File: config.mk
export PLATFORM = sky130hd
export DESIGN_NAME = imem_arbiter
export DESIGN_NICKNAME = d
export VERILOG_FILES = /design/src/rtl/imem_pkg.sv /design/src/rtl/imem_addr_check.sv /design/src/rtl/imem_arbiter.sv
export SDC_FILE = /design/constraint.sdc
export NUM_CORES = 1
export LEC_CHECK = 0
export BUFFER_PORTS_ARGS = -buffer_cell sky130_fd_sc_hd__buf_4
export CAP_MARGIN = 40
export CORE_AREA = 10 10 86 88
export DETAILED_ROUTE_END_ITERATION = 8
export DIE_AREA = 0 0 96 98
export PLACE_DENSITY = 0.74
export SLEW_MARGIN = 20
export SYNTH_ARGS = -nofsm -noshare
export SYNTH_HDL_FRONTEND = slang
export SYNTH_SLANG_ARGS = --single-unit
export TNS_END_PERCENT = 10
File: constraint.sdc
create_clock -name clk -period 1.6 [get_ports clk]
set_input_delay 0.16 -clock clk [delete_from_list [all_inputs] [get_ports clk]]
set_output_delay 0.16 -clock clk [all_outputs]
set_load 0.005 [all_outputs]
File: src/rtl/imem_pkg.sv
// Shared constants, response-owner encoding and byte-to-word address helper for the imem arbiter.
package imem_pkg;

  localparam logic [31:0] IMEM_BASE  = 32'h8000_0000;
  localparam int unsigned IMEM_DEPTH = 255;
  localparam int unsigned IMEM_DW    = 32;

  typedef enum logic [1:0] {
    OWN_NONE   = 2'd0,
    OWN_FETCH  = 2'd1,
    OWN_LOADER = 2'd2
  } imem_owner_e;

  // Registered response bookkeeping: who gets the response, and how to form its data.
  typedef struct packed {
    imem_owner_e owner;
    logic        err;
    logic        wr;
  } imem_rsp_t;

  // Word index of a byte address; addresses below the base wrap to large values.
  function automatic logic [31:0] imem_idx(input logic [31:0] addr,
                                           input logic [31:0] base = IMEM_BASE);
    imem_idx = (addr - base) >> 2;
  endfunction

endpackage

File: src/rtl/imem_addr_check.sv
// Combinational byte-address translation and range/alignment check for one requester.
module imem_addr_check
  import imem_pkg::*;
#(
  parameter int unsigned DEPTH     = IMEM_DEPTH,
  parameter int unsigned AW        = $clog2(DEPTH),
  parameter logic [31:0] BASE_ADDR = IMEM_BASE
) (
  input  logic [31:0]   addr_i,
  output logic [AW-1:0] idx_o,
  output logic          err_o
);

  logic [31:0] idx_full;

  // Full-width index is compared so wrapped (below-base) addresses are caught.
  always_comb begin
    idx_full = imem_idx(addr_i, BASE_ADDR);
    idx_o    = idx_full[AW-1:0];
    err_o    = (addr_i[1:0] != 2'b00) || (idx_full >= 32'(DEPTH));
  end

endmodule

File: src/rtl/imem_arbiter.sv
// Single-port instruction memory arbiter: fetch has priority, loader is protected from
// starvation, responses return one cycle after acceptance to the requester that was granted.
module imem_arbiter
  import imem_pkg::*;
#(
  parameter int unsigned DEPTH      = IMEM_DEPTH,
  parameter int unsigned AW         = $clog2(DEPTH),
  parameter logic [31:0] BASE_ADDR  = IMEM_BASE,
  parameter int unsigned STARVE_MAX = 4
) (
  input  logic          clk,
  input  logic          rst,
  input  logic          f_req_valid,
  output logic          f_req_ready,
  input  logic [31:0]   f_addr,
  output logic          f_rsp_valid,
  output logic [31:0]   f_rsp_data,
  output logic          f_rsp_err,
  input  logic          l_req_valid,
  output logic          l_req_ready,
  input  logic          l_req_we,
  input  logic [31:0]   l_addr,
  input  logic [31:0]   l_wdata,
  input  logic          l_lock,
  output logic          l_rsp_valid,
  output logic [31:0]   l_rsp_data,
  output logic          l_rsp_err,
  output logic          mem_en,
  output logic          mem_we,
  output logic [AW-1:0] mem_addr,
  output logic [31:0]   mem_wdata,
  input  logic [31:0]   mem_rdata
);

  localparam int unsigned SW = $clog2(STARVE_MAX + 1);

  logic [SW-1:0] starve_q, starve_d;
  imem_rsp_t     rsp_q, rsp_d;

  logic [AW-1:0] f_idx, l_idx;
  logic          f_err, l_err;
  logic          f_gnt, l_gnt;
  logic          sel_err, acc;
  logic [31:0]   rsp_data;

  imem_addr_check #(.DEPTH(DEPTH), .AW(AW), .BASE_ADDR(BASE_ADDR)) u_f_chk (
    .addr_i (f_addr),
    .idx_o  (f_idx),
    .err_o  (f_err)
  );

  imem_addr_check #(.DEPTH(DEPTH), .AW(AW), .BASE_ADDR(BASE_ADDR)) u_l_chk (
    .addr_i (l_addr),
    .idx_o  (l_idx),
    .err_o  (l_err)
  );

  // Grant: lock gives loader exclusive use, else fetch unless the loader is starved.
  always_comb begin
    f_gnt = 1'b0;
    l_gnt = 1'b0;
    if (!rst) begin
      if (l_lock) begin
        l_gnt = l_req_valid;
      end else if (f_req_valid && (starve_q < SW'(STARVE_MAX))) begin
        f_gnt = 1'b1;
      end else begin
        l_gnt = l_req_valid;
      end
    end
    f_req_ready = f_gnt;
    l_req_ready = l_gnt;
  end

  // Memory access, next response bookkeeping and starvation counter.
  always_comb begin
    sel_err   = l_gnt ? l_err : f_err;
    acc       = (f_gnt || l_gnt) && !sel_err;
    mem_en    = acc;
    mem_we    = acc && l_gnt && l_req_we;
    mem_addr  = acc ? (l_gnt ? l_idx : f_idx) : '0;
    mem_wdata = rst ? 32'h0 : l_wdata;

    rsp_d.owner = OWN_NONE;
    rsp_d.err   = 1'b0;
    rsp_d.wr    = 1'b0;
    if (f_gnt) begin
      rsp_d.owner = OWN_FETCH;
      rsp_d.err   = f_err;
    end else if (l_gnt) begin
      rsp_d.owner = OWN_LOADER;
      rsp_d.err   = l_err;
      rsp_d.wr    = l_req_we;
    end

    starve_d = '0;
    if (l_req_valid && !l_gnt) begin
      starve_d = (starve_q == SW'(STARVE_MAX)) ? starve_q : starve_q + SW'(1);
    end
  end

  // State registers with synchronous reset; a pending response is dropped by reset.
  always_ff @(posedge clk) begin
    if (rst) begin
      rsp_q.owner <= OWN_NONE;
      rsp_q.err   <= 1'b0;
      rsp_q.wr    <= 1'b0;
      starve_q    <= '0;
    end else begin
      rsp_q    <= rsp_d;
      starve_q <= starve_d;
    end
  end

  // Response outputs: read data passes through only for an error-free read.
  always_comb begin
    f_rsp_valid = !rst && (rsp_q.owner == OWN_FETCH);
    l_rsp_valid = !rst && (rsp_q.owner == OWN_LOADER);
    rsp_data    = (!rsp_q.err && !rsp_q.wr) ? mem_rdata : 32'h0;
    f_rsp_data  = f_rsp_valid ? rsp_data : 32'h0;
    l_rsp_data  = l_rsp_valid ? rsp_data : 32'h0;
    f_rsp_err   = f_rsp_valid && rsp_q.err;
    l_rsp_err   = l_rsp_valid && rsp_q.err;
  end

endmodule
==> run metrics, run 1 <==
Top Ports=roughly 250; number of max-cap violations=0; CP Launch Type=flip-flop; total gr overflow=0; Commonest cells post-synth=and3_1, nor2b_1, clkbuf_1; post-DR wirelength/cell=roughly 18 um; CP top delay family=simple AND/OR/NAND/NOR gates; clock slew at reported path FFs=0.04 ns; number of global-route vias before repair=2,448; Via Count=2,327; cell area after synthesis=1289 um2; Hold Path Class=in2reg; total nets after synthesis=approximately 320; Final Hold Vio Count=0; drt drc=0; maximum vdd ir drop=0.0002318 V; Antenna Nets Post-Route=0; syn avg cell area=7.042 um2; root buf cell=clkbuf_8; area of the multi-input gates=1081 um2; worst stage delay on the critical path=just under 0.4 ns; Clock Skews=0.002577 ns; Synth area leaders=and3_1, nor2b_1, dfxtp_1; row count=28; Routed WL=9.141 mm; DP Wirelength=7.976 mm; share of layout cells above drive strength 1=0.6471; synth warn=0; outcome=finished, violations left; Area growth syn-to-layout=159.5%; H-tree levels=1; Max Fanout on Critical Path=6; Final nets=between 500 and 600; fin cells=500; Crit path required time=~1.4 ns; Starting Density=0.2243; worst hold slack=around 0.17 ns; die height=slightly below 100 um; Post-Place Cells=494; initial antenna violation count=0; fraction of registers with async set/reset=0; total track usage=0.1744; Yosys reg bits=7; TritonCTS buffer count=3; cts hold-fix bufs=0; Total Power=about 0.001 W; CP Cell Sequence=or3b_4 > nor2b_4 > and2_1 > a32o_2 > buf_4; CTS sink cnt=7; crit path DAT=1.56 ns; Final min period=1.715 ns; max frequency=roughly 0.6 GHz; number of distinct library cells after synthesis=27; chip width=about 96 um; count of TritonRoute iterations in the first routing pass=4; Synth Flop Type=dfxtp_1; slowest CP cell=or3b_4; setup TNS=-0.9197 ns; post-route setup slack=-0.1151 ns; Final Max Tran Viols=0; pwr dens=just under 300 nW/um2; Port-buffer cells=about 250; Clock Latency Late Sink=0.23 ns; first-pass GRT wire length=13.14 mm; post-DR vias/cell=about 4.7; crit end category=output pin; Core ar.=5746 um2; leading area contributor after synthesis=and3_1; setup violators final=10; CP bufs+invs=1; Seq. cell area=140.1 um2; largest net degree at the start of global routing=65; Slew @ Worst Pin=0.2897 ns; Post-synth EDFFs=0; failing checks=negative setup slack; Yosys top cell area share=0.3107; max_slew headroom=0.8051; Syn Inst Count=around 180; Leak Pwr=1.987 nW; die area=approximately 9400 um2; fin crit share=1.072; 1st-iter DRT viols=48; RSZ-0062 raised after global routing=true; Seq/Total Area, Yosys=0.1087; Fillers=534; Max Root-Sink Buffers=2; diodes inserted=0; most frequent cell after synthesis=and3_1; gpl congestion=0.8003; CTS tree=yes; CP Class=reg2out
[worst paths after layout]
kind	startpoint	to	slack, ns	cells past startpoint
worst max-delay path	starve_q[2]	mem_addr[5]	-0.12	5
worst min-delay path	l_req_we	rsp_q[0]	0.17	2
worst max register to register	starve_q[2]	rsp_q[1]	0.43	4
worst min register to register	starve_q[0]	starve_q[0]	0.47	1
[report_power, final]
group	switching [W]	internal, W	total [W]
combinational	0.000196	0.000367	0.000563
clock	0.0000796	0.000169	0.000248
sequential	0.00000415	0.000181	0.000186
total	0.000280	0.000718	0.000997
[layout make-up]
class,count,share of cell area
Clock buffer,3,0.01235
Clock inverter,1,0.001496
Inverter,2,0.002245
Multi-Input combinational cell,157,0.3232
Sequential cell,7,0.04190
Tap cell,75,0.02806
Timing Repair Buffer,255,0.5907
[layout by cell type, fill, tap and decap left out, types with 2 or more instances in the layout]
cell / instances
and3_1: 64
and2_1: 6
o211ai_1: 2
nor2_1: 3
nor4b_1: 2
buf_12: 4
buf_6: 3
nor2b_1: 33
nor2b_4: 2
nor4_1: 10
nor2_2: 2
inv_1: 2
and2_0: 3
nor3b_2: 2
clkbuf_8: 3
buf_4: 248
and2_4: 5
nand4_1: 6
dfxtp_1: 7
ha_1: 2
a32o_1: 7
[worst register-to-register path, cell delays in order (launching register included)]
cell	delay [ns]
dfxtp_1	0.30
or3b_4	0.39
nor2b_4	0.16
o21ai_0	0.10
o31ai_1	0.10
[kinds of logic after synthesis]
| kind of cell | synth area share |
|---|---|
| buffers and inverters | 0.07767 |
| AOI/OAI and AO/OA | 0.09126 |
| and+or+nand+nor | 0.7029 |
| DFF | 0.1087 |
| adders and majority gates | 0.01941 |
[timing repair]
action | in CTS | in global routing
gates cloned | 1 | 0
resized for setup | 11 | 3
pin swaps | 12 | 3
buffers inserted | 1 | 0
setup endpoints to repair | 11 | 10
[metal layers]
layer / GRT usage / vias to the layer above / wire [um]
met1: 0.1540 / 1021 / 2948
met5: 0 / - / 0
met3: 0.1003 / 6 / 1399
met2: 0.3247 / 146 / 4691
li1: - / 1154 / -
met4: 0.04313 / 0 / 101
[state kept, by name, summed over array words and instances (netlist names)]
signal,cells
rsp_q,4
starve_q,3
[stage by stage]
step	setup WS, ns	cell area (um2)	util
floorplan	0.07550	1289	-
global placement	0.08303	3249	0.5655
detailed placement	0.06818	3249	0.5655
CTS	-0.1242	3343	0.5819
global route	-0.1753	3344	0.5821
finish	-0.1151	3344	0.5821
Note: power is estimated with default switching activity, not from simulation.
==> inputs of run 2 (changes only) <==
Settings changed: GPL_TIMING_DRIVEN set to 1, SETUP_SLACK_MARGIN set to 0.1.
==> run 2 against run 1 <==
The run still ends with negative setup slack left. Final area rose by 0.22%. Clock-buffer cell count rose by 1. Clock power rose by 3%. Critical path type unchanged. Non-clock buffer count rose by 2. Clock skew barely moved. Largest cell class unchanged. Die area did not move. Cell count rose by 0.40%. Combinational power barely moved. Fmax fell by 1.0%. Critical path depth did not move. Routed wire length fell by 0.58%.
==> run metrics, run 2 (same netlist as run 1, synthesis figures left out) <==
total track usage=0.1728 (-0.001545); max reg flops=4 (unchanged); H-tree levels=1 (unchanged); setup TNS=-0.9345 ns (-0.01482 ns); Starting Density=0.2243 (unchanged); Final Hold Vio Count=0 (unchanged); Max Fanout on Critical Path=6 (unchanged); initial antenna violation count=0 (unchanged); Via Count=2,364 (+1.6%); Core ar.=5746 um2 (unchanged); 1st-iter DRT viols=43 (-10%); first-pass GRT wire length=13.17 mm (+0.21%); DP Wirelength=7.975 mm (about the same); most frequent cells in the layout=buf_4, and3_1, nor2b_1, nor4_1; die area=9408 um2 (unchanged); fin crit share=1.083 (+0.01119); Top Ports=246 (unchanged); Area growth syn-to-layout=160.1%; clock slew at reported path FFs=0.04 ns (about the same); min-delay src=rst; pwr dens=299.0 nW/um2 (+0.29%); TritonCTS buffer count=3 (unchanged); drt drc=0 (unchanged); CP Class=reg2out; number of global-route vias before repair=2,417 (-1.3%); CTS sink cnt=7 (unchanged); crit path DAT=1.57 ns (about the same); diodes inserted=0 (unchanged); CTS tree=yes; maximum vdd ir drop=0.0001998 V (-14%); r2r worst-path depth=5 (+1); Final Max Tran Viols=0 (unchanged); share of layout cells above drive strength 1=0.6511 (+0.003995); Crit path required time=1.44 ns (about the same); cts hold-fix bufs=0 (unchanged); Antenna Nets Post-Route=0 (unchanged); Final min period=1.733 ns (+0.01790 ns); commonest non-fill, non-tap cell in the layout=buf_4; max frequency=0.5770 GHz (-1.0%); number of max-cap violations=0 (unchanged); Hold Crit Endpoint=rsp_q[2]; post-DR vias/cell=4.709 (+1.2%); max_slew headroom=0.8044 (about the same); count of TritonRoute iterations in the first routing pass=4 (unchanged); R2R setup slack=0.31 ns (-0.12 ns); post-route setup slack=-0.1330 ns (-0.01790 ns); final cell utilization of the core=0.5834 (+0.001307); crit end category=output pin; Max Root-Sink Buffers=2 (unchanged); row count=28 (unchanged); RSZ-0062 raised after global routing=true; failing checks=negative setup slack; Slew @ Worst Pin=0.2893 ns (-0.0003824 ns); Port-buffer cells=245 (unchanged); Routed WL=9.088 mm (-0.58%); Clock Skews=0.002282 ns (-0.0002953 ns); gpl congestion=0.8227 (+2.8%); Min-Delay Path Depth=2 (unchanged); die height=98 um (unchanged); Worst Setup SP=starve_q[2]; outcome=finished, violations left; largest net degree at the start of global routing=65 (unchanged); DP Worst Slack=0.01507 ns (-0.05311 ns); Leak Pwr=2.002 nW (+0.75%); post-DR wirelength/cell=18.10 um (-0.98%); root buf cell=clkbuf_8; Final nets=564 (+0.36%); largest registers=rsp_q: 4 flops, starve_q: 3 flops; r2r startpoint=starve_q[2]; reg2reg end=rsp_q[1]; setup violators final=9 (-1); CP Launch Type=flip-flop; total gr overflow=0 (unchanged); Hold Path Class=in2reg; Clock Latency Late Sink=0.23 ns (about the same); Top reg by flops=rsp_q; chip width=96 um (unchanged)
[run 2: critical path, cell delays in order, from the launching register on]
cell and delay, ns:
dfxtp_1 0.29, or3b_4 0.40, nor2b_4 0.16, and2_4 0.16, a32o_2 0.22, buf_6 0.11
[run 2: per-layer routing]
| layer | track usage | up-vias | wire, um |
|---|---|---|---|
| li1 | - | 1158 | - |
| met1 | 0.1605 | 1049 | 3058 |
| met2 | 0.3206 | 150 | 4687 |
| met3 | 0.09035 | 7 | 1249 |
| met4 | 0.03859 | 0 | 93 |
| met5 | 0 | - | 0 |
[run 2: area by class of cell]
cell class | count | area (um2)
clock buffer | 4 | 45.04
fill | 553 | 2394
inverter | 2 | 7.507
multi-input combinational | 157 | 1080
sequential | 7 | 140.1
tap | 75 | 93.84
timing repair buffer | 257 | 1986
[run 2: report_power, final]
group | internal (W) | leakage, nW | switching (W)
logic | 0.000368 | 1.92 | 0.000194
clock network | 0.000173 | 0.0228 | 0.0000823
registers | 0.000181 | 0.0573 | 0.00000410
[run 2: metrics by stage]
step	cells	cell area, um2	power, W	hold WS [ns]
after floorplan	183	1289	0.0003369	0.3058
after global placement	495	3244	0.0007315	0.3869
after detailed placement	495	3244	0.0007428	0.3919
after CTS	500	3329	0.001008	0.1497
after global routing	502	3352	0.001066	0.1642
final	502	3352	0.001002	0.1484
[run 2: what timing repair did]
item | CTS | global route
pin swaps | 11 | 6
setup endpoints to repair | 26 | 71
cloned | 1 | 0
buffers inserted | 0 | 2
resized for setup | 12 | 7
[run 2: worst max path at each step]
| stage | to | cells past startpoint | slack (ns) |
|---|---|---|---|
| floorplan | mem_addr[2] | 6 | 0.1 |
| global placement | mem_addr[7] | 6 | 0.03 |
| detailed placement | mem_addr[7] | 6 | 0.02 |
| CTS | mem_addr[4] | 5 | -0.16 |
| global route | mem_addr[7] | 5 | -0.18 |
| finish | mem_addr[4] | 5 | -0.13 |
